[src/rtl/mux_sel_serializer.sv]
// rtl/mux_sel_serializer.sv - byte-to-bit serializer driving an external 8:1 bit-select mux
// Holds the accepted byte on mux_in, steps mux_sel, streams mux_out with optional parity and idle gap.
module mux_sel_serializer #(
  parameter int GAP_CYCLES = 1,
  parameter int PARITY_ODD = 0
) (
  input  logic       clk,
  input  logic       rst_n,
  input  logic       s_valid,
  output logic       s_ready,
  input  logic [7:0] s_data,
  input  logic       s_msb_first,
  input  logic       s_parity_en,
  output logic [7:0] mux_in,
  output logic [2:0] mux_sel,
  input  logic       mux_out,
  output logic       ser_valid,
  input  logic       ser_ready,
  output logic       ser_bit,
  output logic       ser_first,
  output logic       ser_last,
  output logic       busy
);

  typedef enum logic [1:0] {IDLE, SHIFT, PARITY, GAP} state_t;

  localparam logic [3:0] GAP_LOAD = (GAP_CYCLES > 0) ? 4'(GAP_CYCLES - 1) : 4'd0;
  localparam logic       PAR_INIT = 1'(PARITY_ODD);

  state_t     state, state_nxt;
  logic [2:0] idx;
  logic [2:0] idx_nxt;
  logic       par_acc;
  logic [3:0] gap_cnt;
  logic       msb_first_q;
  logic       parity_en_q;
  logic       xfer;

  assign idx_nxt = idx + 3'd1;
  assign xfer    = ser_valid && ser_ready;

  always_ff @(posedge clk or negedge rst_n) begin
    if (!rst_n) begin
      state <= IDLE;
    end else begin
      state <= state_nxt;
    end
  end

  always_comb begin
    state_nxt = state;
    case (state)
      IDLE: begin
        if (s_valid) state_nxt = SHIFT;
      end
      SHIFT: begin
        if (ser_ready && idx == 3'd7) begin
          if (parity_en_q)         state_nxt = PARITY;
          else if (GAP_CYCLES > 0) state_nxt = GAP;
          else                     state_nxt = IDLE;
        end
      end
      PARITY: begin
        if (ser_ready) state_nxt = (GAP_CYCLES > 0) ? GAP : IDLE;
      end
      GAP: begin
        if (gap_cnt == 4'd0) state_nxt = IDLE;
      end
      default: state_nxt = IDLE;
    endcase
  end

  always_comb begin
    s_ready   = (state == IDLE);
    busy      = (state != IDLE);
    ser_valid = (state == SHIFT) || (state == PARITY);
    ser_bit   = (state == SHIFT) ? mux_out : par_acc;
    ser_first = (state == SHIFT) && (idx == 3'd0);
    ser_last  = ((state == SHIFT) && (idx == 3'd7) && !parity_en_q) || (state == PARITY);
  end

  // 7 - n in three bits is the bitwise inverse, so msb-first walks 7..0.
  always_ff @(posedge clk or negedge rst_n) begin
    if (!rst_n) begin
      mux_in      <= 8'd0;
      mux_sel     <= 3'd0;
      idx         <= 3'd0;
      par_acc     <= 1'b0;
      gap_cnt     <= 4'd0;
      msb_first_q <= 1'b0;
      parity_en_q <= 1'b0;
    end else begin
      case (state)
        IDLE: begin
          if (s_valid) begin
            mux_in      <= s_data;
            msb_first_q <= s_msb_first;
            parity_en_q <= s_parity_en;
            idx         <= 3'd0;
            par_acc     <= PAR_INIT;
            mux_sel     <= s_msb_first ? 3'd7 : 3'd0;
          end
        end
        SHIFT: begin
          if (xfer) begin
            par_acc <= par_acc ^ mux_out;
            idx     <= idx_nxt;
            if (idx != 3'd7) mux_sel <= msb_first_q ? ~idx_nxt : idx_nxt;
          end
        end
        GAP: begin
          if (gap_cnt != 4'd0) gap_cnt <= gap_cnt - 4'd1;
        end
        default: ;
      endcase
      if (state_nxt == GAP && state != GAP) gap_cnt <= GAP_LOAD;
    end
  end

endmodule

[config.mk]
export PLATFORM = sky130hd
export DESIGN_NAME = mux_sel_serializer
export DESIGN_NICKNAME = d
export VERILOG_FILES = /design/src/rtl/mux_sel_serializer.sv
export SDC_FILE = /design/constraint.sdc
export NUM_CORES = 1
export LEC_CHECK = 0
export ABC_AREA = 1
export CORE_ASPECT_RATIO = 0.5
export CORE_MARGIN = 2
export CORE_UTILIZATION = 30
export DETAILED_ROUTE_END_ITERATION = 8
export HOLD_SLACK_MARGIN = 0.08
export PLACE_DENSITY = 0.61
export SKIP_LAST_GASP = 1
export SLEW_MARGIN = 5
export SYNTH_ARGS = -nofsm -noshare
export SYNTH_HDL_FRONTEND = slang
export SYNTH_SLANG_ARGS = --single-unit
[constraint.sdc]
create_clock -name clk -period 3.01 [get_ports clk]
set_clock_uncertainty 0.05 [all_clocks]
set_input_delay 0.301 -clock clk [delete_from_list [all_inputs] [get_ports clk]]
set_output_delay 0.301 -clock clk [all_outputs]
set_load 0.1 [all_outputs]
# After elaboration in Yosys (flattened, before gate mapping)
# Index checks and enable logic that the tools add are counted.
word_totals:
  out_inout_bits: 17
  reg_bits: 23
  elab_cells: 65
op_classes:
  add_sub_neg: 2
  n_mux: 22
  reduce_logical: 21
  bitwise_logic: 2
  n_eq_ne: 10
op_table:
  columns: ["operator", "n"]
  rows:
  - ["2-to-1 mux 3 bit", 7]
  - ["2-to-1 mux 4 bit", 3]
  - ["one-hot mux 3 bit (2 select lines)", 2]
  - ["2-to-1 mux 2 bit", 4]
  - ["one-hot mux 2 bit (4 select lines)", 1]
  - ["nonzero test 2 bit", 4]
  - ["equality test 2 bit, second input constant", 3]
  - ["logical AND 1 bit", 6]
  - ["!= test 2 bit, second input constant", 3]
  - ["zero test 4 bit", 1]
  - ["2-to-1 mux 1 bit", 4]
  - ["AND reduction 2 bit", 2]
  - ["AND reduction 4 bit", 1]
  - ["nonzero test 4 bit", 1]
  - ["subtractor 4 x 1 -> 4 bit, second input constant", 1]
  - ["adder 3 x 1 -> 3 bit, second input constant", 1]
  - ["equality test 3 bit, second input constant", 1]
  - ["zero test 3 bit", 1]
  - ["!= test 3 bit, second input constant", 1]
  - ["inverter 3 bit", 1]
  - ["AND reduction 3 bit", 1]
  - ["equality test 2 x 1 -> 1 bit, second input constant", 1]
  - ["zero test 2 bit", 1]
  - ["logical OR 1 bit", 2]
  - ["other kinds (4)", 4]

# Logic depth before layout (Yosys ltp)
# Gate-level depths: netlist of run 1.
depth:
  depth_word: 8
  ltp_mapped: 11
  depth_no_buf: 11

# Least setup slack after synthesis of run 1
# No wires, ideal clock.
synth_timing:
  path_type: "register to output"
  from: "reg state[1]"
  to: "out ser_last"
  t_arrival_ps: 3186
  required_ps: 2659
  path_buffers: 1
  path_stages_with_launch: 6
  path_slack_ps: -527
  cell_sequence: "dfrtp_1 > inv_1 > ha_1 > buf_4 > inv_1 > o31ai_1"
synth_between:
  elab_chain_cells: 4
  elab_cells_between_ends: 5
synth_rtl:
  columns: ["item", "line_no", "rtl"]
  rows:
  - ["from (decl)", "30", "state_t state, state_nxt;"]
  - ["from (signal assigned)", "46", "state <= state_nxt;"]
  - ["equality test 2 x 1 -> 1 bit", "79", "ser_last = ((state == SHIFT) && (idx == 3'd7) && !parity_en_q) || (state == PARITY);"]
  - ["logical AND 1 bit (2 in series)", "79", null]
  - ["logical OR 1 bit (*)", "79", null]
  - ["to (decl)", "21", "output logic ser_last,"]
# Every way passes the cells marked *; elsewhere a longest branch is shown, timed or not.

# Worst setup path in the final report of run 1
# Same ends and word-level chain as after synthesis.

==> out/results.tsv, run 1 <==
metric	value	unit
netlist_area	1240	um^2
root_buffer	clkbuf_8	
yosys.area.top_type_share	46.3	%
grt_antenna_before_repair	0	
synth_flop_cell	dfrtp_1	
cts-htree-levels	1	
n_antenna_cell	0	
setup-violations-final	0	
die_y	49.5	um
start_kind	flop	
path_cells	inv_1 -> ha_1 -> buf_4 -> inv_1 -> o31ai_2 -> buf_4	
utilization	41.4	%
cts.sinks	23	
yosysTopAreaCell	dfrtp_1	
critPathMaxStageDelay	0.42	ns
arrival	1.77	ns
synth_area_leaders	dfrtp_1 46%, ha_1 9.1%, mux2_2 8.1%	
overflow	0	
ys_seq_area_share	46.3	%
io_buffers	31	
wl_per_cell	10.3	um
drcViolationCount	0	
cts_tree	yes	
fp.dieW	95.1	um
route.vias.total	968	
post-route-period-util	70.4	%
clkSlewWorstSetupHoldPaths	0.07	ns
drive_gt1_share	22.7	%
critPathBufInv	4	
area_growth	31.4	%
crit_path_top_delay_cell	dfrtp_1	
drt-initial-drc-count	42	
yosysMostFrequentCell	nand2_1	
ant_nets	0	
clk_latency	0.26	ns
gp_congestion	0.860	
cts_resized	0	
io-pin-count	32	
dr_wl_met2	1.25	mm
period_needed	2.12	ns
ys_warn_count	0	
fin_nets	197	
wl_met1	1.03	mm
cap_violations	0	
numCtsBuffers	3	
wirelength	2.34	mm
fillers	382	
critPathKind	flop to primary output	
start_util	31.5	%
cts_hold_buf	0	
crit_family	buffers and inverters	
cp_max_fo	14	
worst_slew_pin_slew	0.454	ns
grt_max_degree	24	
setup_tns	0	ns
slew_violations	0	
hold_viol_final	0	
top_layer	met4	
grt_pass1_vias	924	
wl_met3	38	um
synth_nets	161	
clock.fmax	0.472	GHz
worstHoldPathType	primary input to async pin	
vias_per_cell	4.28	
synth_edf_count	0	
relSlewSlack	69.7	%
ys_seq_elements	23	
post-cts-setup-buffers	0	
num_rows	16	
rsz0062_at_grt	no	
endpoint_kind	primary output	
drt_first_pass_iters	4	
cp.required	2.66	ns
dieArea	4710	um^2
ys_types	20	
syn_area_per_cell	9.08	um^2
core-area	3940	um^2
clockBufferDepth	2	
grt_use_total	11.2	%
dpl.hpwl	1.90	mm
grt_first_pass_wirelength	4.07	mm
async_flop_share	100	%
synth_common_cells	25 x nand2_1, 23 x dfrtp_1, 20 x inv_1	
outcome	finished, final reports clean	
synth_cells	137	
-- logic make-up (layout without fill, tap and decap cells) --
logic type / Yosys count / count (layout) / share of synthesized area (%)
xor gates and xnor gates: 5 / 5 / 3.52
buffers and inverters: 23 / 58 / 7.34
DFF: 23 / 23 / 46.3
and+or+nand+nor: 51 / 51 / 17.4
adders and majority gates: 9 / 9 / 9.05
AOI/OAI and AO/OA: 17 / 17 / 8.25
muxes: 9 / 9 / 8.15
-- layout by cell type, fill, tap and decap left out --
cell type        count
o31ai_2              1
clkbuf_1             1
nor2_4               1
nand2_1             25
mux2_2               9
clkbuf_8             3
o21ai_1              3
dfrtp_1             23
a21oi_1              3
clkdlybuf4s50_1     14
inv_2                1
buf_4               19
xor2_1               5
a21oi_4              1
o21ai_0              6
ha_2                 1
nand3_1              7
inv_1               20
nor2_1              14
ha_1                 8
nor3_1               1
nand2_2              3
a31oi_1              3
-- metrics by stage --
| step | setup slack, ns | instances | area (um^2) | hold slack (ns) |
|---|---|---|---|---|
| CTS | 0.867 | 226 | 1630 | 0.351 |
| global route | 0.754 | 226 | 1630 | 0.372 |
| global placement | 1.21 | 222 | 1590 | 0.440 |
| detailed placement | 1.17 | 222 | 1590 | 0.444 |
| finish | 0.891 | 226 | 1630 | 0.345 |
| floorplan | 0.340 | 137 | 1250 | -0.0446 |
-- worst reg2reg max path: stages, from the launching register on --
cell and delay [ns]:
dfrtp_1 0.42, inv_1 0.11, ha_1 0.15, buf_4 0.19, nand2_1 0.09, nor2_1 0.11, nor2_1 0.05, nor2_1 0.08
nand2_1 0.07, nand2_2 0.07, nand2_2 0.06, nor2_4 0.11, nor2_1 0.05
-- worst paths after layout --
check                                      start                      to  slack, ns  cells past startpoint
setup / recovery              state[1]$_DFF_PN0_                ser_last       0.89                      6
hold / removal                             rst_n   mux_in[0]$_DFFE_PN0P_       0.35                      2
setup reg to reg              state[1]$_DFF_PN0_  gap_cnt[1]$_DFFE_PN0P_       1.28                     12
hold reg to reg            mux_in[0]$_DFFE_PN0P_   mux_in[0]$_DFFE_PN0P_       0.46                      1
max in group asynchronous                  rst_n  gap_cnt[3]$_DFFE_PN0P_       2.34                      2
min in group clk           mux_in[0]$_DFFE_PN0P_   mux_in[0]$_DFFE_PN0P_       0.46                      1
-- state kept, by name, summed over array words and instances, names as in the netlist --
name	flops
state	2
msb_first_q	1
mux_in	8
idx	3
par_acc	1
parity_en_q	1
mux_sel	3
gap_cnt	4
-- per-layer routing --
metal / track usage [%] / vias up
li1: - / 503
met4: 2.90 / 0
met2: 20.4 / 5
met5: 0 / -
met3: 2.75 / 2
met1: 13.1 / 458
-- area by class of cell --
cell class	count	area, um^2	area share (%)
well taps	54	67.6	4.13
clock buffers	4	45.0	2.76
inverters	21	78.8	4.82
repair buffers	33	283	17.3
flip-flops and latches	23	576	35.2
multi-input cells	91	584	35.8
Power of run 1 is left out: the tool's default activity adds up to more than one toggle a clock period on the data nets, which glitch-free logic cannot reach.
==> inputs of run 2 (changes only) <==
PLACE_DENSITY = 0.62   (was 0.61)
clock period = 1.7 ns   (was 3.01 ns; I/O delays follow)
==> run 2 against run 1 <==
The flow now finishes with violations (setup timing). Design area rose by 25%. Cell count increased by 5.3%. Worst setup slack got worse by 0.94 ns. Largest cell class unchanged.
==> out/results.tsv, run 2 (synthesized netlist as in run 1, its figures left out) <==
metric	value	unit	change
clock.fmax	0.573	GHz	
cap_violations	0		unchanged
clockBufferDepth	2		unchanged
wl_per_cell	11.4	um	+10%
cts_hold_buf	0		unchanged
reg2regPathDepth	9		-3
slew_violations	0		unchanged
worstHoldPathType	primary input to async pin		
cts.sinks	23		unchanged
grt_antenna_before_repair	0		unchanged
reg_top3	mux_in (8), gap_cnt (4)		
start_util	31.5	%	unchanged
clk_latency	0.27	ns	about the same
fp.dieW	95.1	um	unchanged
cts-htree-levels	1		unchanged
grt_max_degree	24		unchanged
dpl.hpwl	2.13	mm	+12%
rr_startpoint	state[1]$_DFF_PN0_		
grt_pass1_vias	1018		+10%
wirelength	2.72	mm	+16%
post-route-period-util	103	%	
rsz0062_at_grt	yes		
grt_first_pass_wirelength	4.61	mm	+13%
num_rows	16		unchanged
largest-register	mux_in		
hold_viol_final	0		unchanged
gp_congestion	0.886		+3.1%
ant_nets	0		unchanged
largest_reg_flops	8		unchanged
worst_slew_pin_slew	0.464	ns	+0.0101 ns
violations	setup timing		
fin_nets	209		+6.1%
core-area	3940	um^2	unchanged
cp.required	1.48	ns	-1.18 ns
die_y	49.5	um	unchanged
start_kind	flop		
cp_max_fo	8		-6
r2r_end	mux_sel[2]$_DFFE_PN0P_		
numCtsBuffers	3		unchanged
drt-initial-drc-count	24		-43%
root_buffer	clkbuf_8		
relSlewSlack	69.0	%	-0.67 points
vias_per_cell	4.34		+1.4%
io-pin-count	32		unchanged
overflow	0		unchanged
critPathKind	flop to primary output		
post-place-ws	0.0515	ns	-1.12 ns
drive_gt1_share	34.2	%	+12 points
setup-violations-final	5		+5
final_cell_mix	25 x nand2_1, 23 x dfrtp_1, 18 x buf_12		
final_common_cell	nand2_1		
io_buffers	31		unchanged
setup_tns	-0.0985	ns	-0.0985 ns
route.vias.total	1034		+6.8%
arrival	1.53	ns	-0.24 ns
drcViolationCount	0		unchanged
rrSetupSlack	0	ns	-1.28 ns
drt_first_pass_iters	4		unchanged
clkSlewWorstSetupHoldPaths	0.08	ns	about the same
cts_tree	yes		
dieArea	4710	um^2	unchanged
endpoint_kind	primary output		
period_needed	1.75	ns	
area_growth	64.9	%	
n_antenna_cell	0		unchanged
worst_slack	-0.0457	ns	-0.937 ns
outcome	complete, but fails checks		
grt_use_total	12.8	%	+1.7 points
==> run 2: cell types whose count changed in the layout (fill, tap and decap cells not counted), moves of 2 or more <==
cell	change
inv_2	+2
inv_1	-5
o21ai_4	+2
nor2_1	-2
buf_4	-9
nor2_4	+2
buf_6	+3
ha_4	+2
ha_1	-3
o21ai_1	-2
buf_12	+18
==> run 2: through the flow <==
stage          util [%]  std cells  hold WS [ns]  instance area, um^2
6_report           52.0        238         0.202                 2050
2_1_floorplan         -        137        -0.176                 1300
5_1_grt            52.0        238         0.221                 2050
3_3_place_gp       48.0        228         0.497                 1890
3_5_place_dp       48.0        228         0.499                 1890
4_1_cts            51.1        237         0.208                 2010
==> run 2: worst max path at each step <==
| stage | endpoint | slack, ns | from |
|---|---|---|---|
| floorplan | mux_sel[2]$_DFFE_PN0P_ | -0.57 | state[1]$_DFF_PN0_ |
| global placement | idx[1]$_DFFE_PN0P_ | 0.06 | state[0]$_DFF_PN0_ |
| detailed placement | idx[1]$_DFFE_PN0P_ | 0.05 | state[0]$_DFF_PN0_ |
| CTS | busy | -0.03 | state[0]$_DFF_PN0_ |
| global route | mux_sel[0]$_DFFE_PN0P_ | -0.12 | state[1]$_DFF_PN0_ |
| finish | ser_bit | -0.05 | state[1]$_DFF_PN0_ |
==> run 2: worst max-delay path: stages, from the launching register on <==
cell and delay [ns]:
dfrtp_1 0.39, inv_2 0.08, ha_4 0.17, buf_6 0.14, buf_4 0.15, o21ai_4 0.14
buf_12 0.19
==> run 2: final cells by class <==
type,count,area [um^2]
Tap cell,54,67.6
Clock buffer,4,45.0
Timing Repair Buffer,45,609
Multi-Input combinational cell,91,663
Fill cell,342,1890
Inverter,21,90.1
Sequential cell,23,576
==> run 2: metal layers <==
| metal | wire length, um | vias up | track usage, % |
|---|---|---|---|
| li1 | - | 527 | - |
| met1 | 1230 | 495 | 16.0 |
| met2 | 1390 | 7 | 21.3 |
| met3 | 40 | 5 | 2.75 |
| met4 | 53 | 0 | 5.80 |
| met5 | 0 | - | 0 |
==> run 2: what timing repair did <==
item                       in CTS  in global routing
setup endpoints to repair       3                 24
pin swaps                       2                  5
gates resized for setup         7                  9
setup buffers                   5                  1
Power of run 2 is left out for the same reason.
